File: src/rtl/mux_rr_arbiter_if.sv
// rtl/mux_rr_arbiter_if.sv - request/data/handshake bundle for the muxN round-robin arbiter
//
// Purpose: groups the requester side (req, din), the downstream
// valid/ready handshake (out_valid, out_ready, out_data) and the
// observability outputs (sel, gnt, busy) of mux_rr_arbiter.
//
// Modports:
//   master - the arbiter: takes req/din/out_ready and drives
//            out_valid/out_data/sel/gnt/busy
//   slave  - the environment around the arbiter (mirror of master)

interface mux_rr_arbiter_if #(
  parameter int N = 10,
  parameter int W = 5
);
  logic [N-1:0]   req;
  logic [N*W-1:0] din;
  logic           out_ready;
  logic           out_valid;
  logic [W-1:0]   out_data;
  logic [3:0]     sel;
  logic [N-1:0]   gnt;
  logic           busy;

  modport master (
    input  req, din, out_ready,
    output out_valid, out_data, sel, gnt, busy
  );

  modport slave (
    output req, din, out_ready,
    input  out_valid, out_data, sel, gnt, busy
  );
endinterface

File: src/rtl/mux_rr_arbiter.sv
// rtl/mux_rr_arbiter.sv - round-robin arbiter driving the select of a 10-way muxN
//
// Purpose: picks one of N requesters per transfer in round-robin order,
// holds the registered select for the shared muxN and presents the
// selected word downstream over a valid/ready handshake. out_data is the
// raw muxN output for the registered select; there is no data register.
//
// Optional feature: define MUX_ARB_BURST_EN to let a grantee keep the
// grant for up to BURST_LEN consecutive transfers while its req stays high.
//
// Ports:
//   clk  - clock, all state on the rising edge
//   rst  - synchronous active-high reset
//   bus  - mux_rr_arbiter_if.master: req, din, out_ready in;
//          out_valid, out_data, sel, gnt, busy out

// 10-way W-bit multiplexer; selects outside 0..9 yield zero.
module muxN #(
  parameter int W = 5
) (
  input  logic [W-1:0] i0,
  input  logic [W-1:0] i1,
  input  logic [W-1:0] i2,
  input  logic [W-1:0] i3,
  input  logic [W-1:0] i4,
  input  logic [W-1:0] i5,
  input  logic [W-1:0] i6,
  input  logic [W-1:0] i7,
  input  logic [W-1:0] i8,
  input  logic [W-1:0] i9,
  input  logic [3:0]   sel,
  output logic [W-1:0] y
);
  always_comb begin
    case (sel)
      4'd0:    y = i0;
      4'd1:    y = i1;
      4'd2:    y = i2;
      4'd3:    y = i3;
      4'd4:    y = i4;
      4'd5:    y = i5;
      4'd6:    y = i6;
      4'd7:    y = i7;
      4'd8:    y = i8;
      4'd9:    y = i9;
      default: y = '0;
    endcase
  end
endmodule

module mux_rr_arbiter #(
  parameter int N = 10,
  parameter int W = 5
`ifdef MUX_ARB_BURST_EN
  , parameter int BURST_LEN = 4
`endif
) (
  input logic clk,
  input logic rst,
  mux_rr_arbiter_if.master bus
);
  typedef enum logic {IDLE, GRANT} state_t;

  localparam logic [3:0] LAST = 4'(N - 1);

  state_t       state;
  logic [3:0]   ptr;
  logic [3:0]   sel_q;
  logic [N-1:0] gnt_q;
  logic         valid_q;
  logic         busy_q;

  logic [3:0]   sel_inc;
  logic         transfer;
  logic         keep;
  logic         rotate;

  logic [3:0]   arb_base;
  logic [N-1:0] arb_req;
  logic         win_found;
  logic [3:0]   win_idx;
  int           scan_idx;

  assign sel_inc  = (sel_q == LAST) ? 4'd0 : sel_q + 4'd1;
  assign transfer = valid_q && bus.out_ready;

`ifdef MUX_ARB_BURST_EN
  localparam int CW = (BURST_LEN > 1) ? $clog2(BURST_LEN) : 1;
  logic [CW-1:0] cnt;

  // The grantee may keep the grant only while it still asks for it and
  // its burst budget has room for another transfer.
  assign keep = bus.req[sel_q] && (int'(cnt) < BURST_LEN - 1);
`else
  assign keep = 1'b0;
`endif

  assign rotate = transfer && !keep;

  // One scanner serves both cases: from IDLE it starts at ptr with the raw
  // requests; on a transfer it starts one past the grantee (the new ptr)
  // and ignores the grantee, whose request counts as consumed.
  always_comb begin
    arb_base = ptr;
    arb_req  = bus.req;
    if (state == GRANT) begin
      arb_base         = sel_inc;
      arb_req[sel_q]   = 1'b0;
    end
  end

  // Scan from the farthest offset down so the closest hit to arb_base wins.
  always_comb begin
    win_found = 1'b0;
    win_idx   = 4'd0;
    scan_idx  = 0;
    for (int k = N - 1; k >= 0; k--) begin
      scan_idx = int'(arb_base) + k;
      if (scan_idx >= N) scan_idx = scan_idx - N;
      if (arb_req[scan_idx]) begin
        win_found = 1'b1;
        win_idx   = 4'(scan_idx);
      end
    end
  end

  always_ff @(posedge clk) begin
    if (rst) begin
      state   <= IDLE;
      ptr     <= 4'd0;
      sel_q   <= 4'd0;
      gnt_q   <= '0;
      valid_q <= 1'b0;
      busy_q  <= 1'b0;
`ifdef MUX_ARB_BURST_EN
      cnt     <= '0;
`endif
    end else begin
      case (state)
        IDLE: begin
          if (win_found) begin
            state   <= GRANT;
            sel_q   <= win_idx;
            gnt_q   <= {{(N-1){1'b0}}, 1'b1} << win_idx;
            valid_q <= 1'b1;
            busy_q  <= 1'b1;
          end
        end
        GRANT: begin
`ifdef MUX_ARB_BURST_EN
          if (transfer) cnt <= keep ? cnt + 1'b1 : '0;
`endif
          // Without a transfer everything holds; request changes never
          // preempt the current grant.
          if (rotate) begin
            ptr <= sel_inc;
            if (win_found) begin
              sel_q <= win_idx;
              gnt_q <= {{(N-1){1'b0}}, 1'b1} << win_idx;
            end else begin
              state   <= IDLE;
              sel_q   <= 4'd0;
              gnt_q   <= '0;
              valid_q <= 1'b0;
              busy_q  <= 1'b0;
            end
          end
        end
        default: state <= IDLE;
      endcase
    end
  end

  assign bus.sel       = sel_q;
  assign bus.gnt       = gnt_q;
  assign bus.out_valid = valid_q;
  assign bus.busy      = busy_q;

  muxN #(.W(W)) u_mux (
    .i0  (bus.din[0*W +: W]),
    .i1  (bus.din[1*W +: W]),
    .i2  (bus.din[2*W +: W]),
    .i3  (bus.din[3*W +: W]),
    .i4  (bus.din[4*W +: W]),
    .i5  (bus.din[5*W +: W]),
    .i6  (bus.din[6*W +: W]),
    .i7  (bus.din[7*W +: W]),
    .i8  (bus.din[8*W +: W]),
    .i9  (bus.din[9*W +: W]),
    .sel (sel_q),
    .y   (bus.out_data)
  );
endmodule

File: src/flat_wrapper.sv
// flat-port wrapper written by rule: the top's interface ports become plain ports
module mux_rr_arbiter_flat 
#(
  parameter int N = 10,
  parameter int W = 5

)
  (clk, rst, bus_req, bus_din, bus_out_ready, bus_out_valid, bus_out_data, bus_sel, bus_gnt, bus_busy);
  mux_rr_arbiter_if #(.N(N), .W(W)) bus_i ();
  input logic clk;
  input logic rst;
  input wire logic [$bits(bus_i.req)-1:0] bus_req;
  input wire logic [$bits(bus_i.din)-1:0] bus_din;
  input wire logic [$bits(bus_i.out_ready)-1:0] bus_out_ready;
  output wire logic [$bits(bus_i.out_valid)-1:0] bus_out_valid;
  output wire logic [$bits(bus_i.out_data)-1:0] bus_out_data;
  output wire logic [$bits(bus_i.sel)-1:0] bus_sel;
  output wire logic [$bits(bus_i.gnt)-1:0] bus_gnt;
  output wire logic [$bits(bus_i.busy)-1:0] bus_busy;
  assign bus_i.req = bus_req;
  assign bus_i.din = bus_din;
  assign bus_i.out_ready = bus_out_ready;
  assign bus_out_valid = bus_i.out_valid;
  assign bus_out_data = bus_i.out_data;
  assign bus_sel = bus_i.sel;
  assign bus_gnt = bus_i.gnt;
  assign bus_busy = bus_i.busy;
  mux_rr_arbiter #(.N(N), .W(W)) u_core (.clk(clk), .rst(rst), .bus(bus_i));
endmodule
File: config.mk
export PLATFORM = sky130hd
export DESIGN_NAME = mux_rr_arbiter_flat
export DESIGN_NICKNAME = d
export VERILOG_FILES = /design/src/rtl/mux_rr_arbiter_if.sv /design/src/rtl/mux_rr_arbiter.sv /design/src/flat_wrapper.sv
export SDC_FILE = /design/constraint.sdc
export NUM_CORES = 1
export LEC_CHECK = 0
export BUFFER_PORTS_ARGS = -buffer_cell sky130_fd_sc_hd__buf_2
export CAP_MARGIN = 20
export CELL_PAD_IN_SITES_DETAIL_PLACEMENT = 0
export CELL_PAD_IN_SITES_GLOBAL_PLACEMENT = 1
export CORE_ASPECT_RATIO = 1.2
export CORE_MARGIN = 2
export CORE_UTILIZATION = 40
export DETAILED_ROUTE_END_ITERATION = 8
export HOLD_SLACK_MARGIN = 0.12
export PLACE_DENSITY_LB_ADDON = 0.1
export SLEW_MARGIN = 0
export SYNTH_ARGS = -nofsm -noshare
export SYNTH_HDL_FRONTEND = slang
export SYNTH_SLANG_ARGS = --single-unit
File: constraint.sdc
create_clock -name clk -period 5.2 [get_ports clk]
set_input_delay 0 -clock clk [delete_from_list [all_inputs] [get_ports clk]]
set_output_delay 0 -clock clk [all_outputs]
set_load 0.01 [all_outputs]
==> results.tsv <==
metric	value	unit
post-synth cell types	101	
final-layout fill cell count	1225	
Initial DRT Pass Iterations	5	
slowest stage delay, CP	0.61	ns
die height	122	um
EDFF count, synth	0	
clock tree buffer depth	2	
vias in the first global route	5162	
cells on worst reg2reg path	16	
Worst setup SP type	flip-flop	
Critical Path End Type	flip-flop	
gr usage total	27.5	%
Yosys reg bits	20	
worst hold slack	0.387	ns
via count	5370	
sequential area share after synthesis	8.65	%
cell with the most instances after synthesis	nor2_1	
GPL Wtd Cong	1.01	
synth top area cells	mux2i_1, dfxtp_1, ha_1, nor2_1, o21ai_0	
CP cell instances	buf_4, nor2b_1, o21ai_2, a31o_4, inv_4, buf_4, ha_2, a21oi_4, xnor2_2, mux2i_2, o22ai_2, or4_4, or2_4, nor3_1, or3_1, a32o_1	
Fin Setup TNS	0	ns
CP Data Arrival Time	5.11	ns
Routed Antenna Nets	0	
outcome	completed	
Setup violations, final	0	
area of the multi-input gates	0.00409	mm2
FFs w/ async S/R, synth	0	%
Layout area overhead	18.6	%
drt via density	6.33	
Main synth FF type	dfxtp_1	
CP max FO	17	
I/O Buffers	83	
Synth top area share	8.86	%
WP data required	5.39	ns
io pins	84	
minimum clock period after layout	4.92	ns
Peak Freq	203	MHz
hold path depth	4	
root buf cell	clkbuf_16	
Post-Syn Area per Cell	7.64	um2
WL final	17300	um
post-DR wirelength/cell	20.4	um
initial drt markers	287	
register area	402	um2
max-slew violations	0	
cts bufs inserted	3	
share of cells above drive strength 1	28.1	%
leading area contributor after synthesis	mux2i_1	
hold path start	bus_din[41]	
row cnt	43	
total power	0.00321	W
Die Width	102	um
total of max-cap violations	0	
VDD IR max	353	uV
PD cells	585	mW/mm2
CP Launch Point	u_core.bus.sel[2]	
Core Footprint	0.0114	mm2
max layer used	met4	
total gr overflow	0	
fin crit share	94.6	%
initial antenna violation count	0	
leak pwr	2.23	nW
Synth Instances	606	
worst-skew pair later-pin latency	0.25	ns
final net count	780	
largest net degree at the start of global routing	23	
Inserted Diodes	0	
Slew @ Worst Pin	0.861	ns
CTS HTree Levels	1	
Crit path top cell by count	buf_4	
met2 wire length	8590	um
Die ar.	0.0125	mm2
DR WL met3	752	um
first-pass GRT wire length	26700	um
Post-Syn Area	0.00463	mm2
syn nets	694	
slew margin rel.	42.5	%
crit path kind	reg -> reg	
clk_skew	0.00130	ns
RSZ-0062 raised after global routing	no	
most common library cells after synthesis	nor2_1, mux2i_1, o21ai_0	
CTS tree	yes	
Final Util	48.1	%
Starting Density	40.6	%
WL met1	6860	um
Crit-path slowest cell	or4_4	
min-delay worst type	in -> out	
reg2reg start	u_core.bus.sel[2]	
HPWL Detailed	14100	um
clk sinks	20	
DRC	0	
synth warn	0	
CTS clock-pin slew for the worst setup and hold paths	0.05	ns
Hold Fails Final Rpt	0	
==> through the flow <==
stage | worst slack, ns | instance area [um2] | cells
after floorplan | 0.755 | 4630 | 606
after global placement | 0.343 | 5270 | 841
after detailed placement | 0.164 | 5270 | 841
after CTS | 0.117 | 5380 | 847
after global routing | 0.00663 | 5490 | 848
final | 0.279 | 5490 | 848
==> critical path: cells and delay by family, from the launching register on <==
family                     cells  cell delay, ns
and+or+nand+nor                5            1.79
buffers and inverters          3            0.71
AOI/OAI and AO/OA              5            0.86
muxes                          1            0.33
DFF                            1            0.50
xor gates and xnor gates       1            0.34
adders and majority gates      1            0.31
==> power by group <==
group | leakage, nW | switching [W] | internal, W
combinational | 2.02 | 0.00170 | 0.00111
clock | 0.0442 | 0.0000527 | 0.000117
sequential | 0.164 | 0.0000355 | 0.000195
==> flip-flops by register name, indices dropped and copies added (netlist names) <==
signal and count:
u_core.bus.gnt 10, u_core.bus.sel 4, u_core.ptr 4, u_core.bus.out_valid 1, u_core.state 1
==> layout by cell type, fill, tap and decap left out, drive strengths merged, types with 5 or more instances in the layout <==
cell     instances
buf            110
nor2b            9
ha              24
or3             11
nand2b          16
o311ai           5
and2             5
o211ai          13
and3            12
dfxtp           20
inv             13
o22ai            5
nor2            55
a211oi          11
a2111oi          6
xnor2           12
o221ai           7
nand2           36
or2              9
a31oi            6
a21oi           30
nor4             7
mux2            11
o21a            10
a311oi           8
o21ai           44
nor3            24
mux2i           42
a32o            11
nand3b           5
nand3           26
==> per-layer routing <==
layer  up-vias  GRT usage, %
met5         -             0
met2       184          48.9
met1      2568          31.8
met3        51          1.95
met4         0          15.9
li1       2567             -
==> final cells by class <==
cell class | instances | share of cell area (%)
tap | 157 | 3.58
inverter | 15 | 1.09
clock buffer | 4 | 1.62
timing repair buffer | 112 | 11.9
sequential | 20 | 7.32
multi-input combinational | 540 | 74.5
==> logic make-up (layout without fill, tap and decap cells) <==
kind of cell,Yosys count,count (layout),share of synthesized area (%)
muxes,57,57,13.8
and+or+nand+nor,234,234,27.2
AOI/OAI and AO/OA,212,212,35.2
DFF,20,20,8.65
adders and majority gates,25,25,6.92
buffers and inverters,46,131,4.94
xor gates and xnor gates,12,12,3.32
==> path summary, 6_finish.rpt <==
kind | endpoint | slack (ns)
setup reg to reg | u_core.bus.gnt[1] | 0.28
hold / removal | bus_out_data[1] | 0.39
setup / recovery | u_core.bus.gnt[1] | 0.28
hold reg to reg | u_core.bus.gnt[2] | 0.46
==> timing repair <==
item / in CTS / in global routing
endpoints found under the setup margin: 0 / 11
setup buffers: 0 / 1
hold buffers: 2 / 0
endpoints found under the hold margin: 4 / 0
gates resized for setup: 0 / 19
Note: power is estimated with default switching activity, not from simulation.
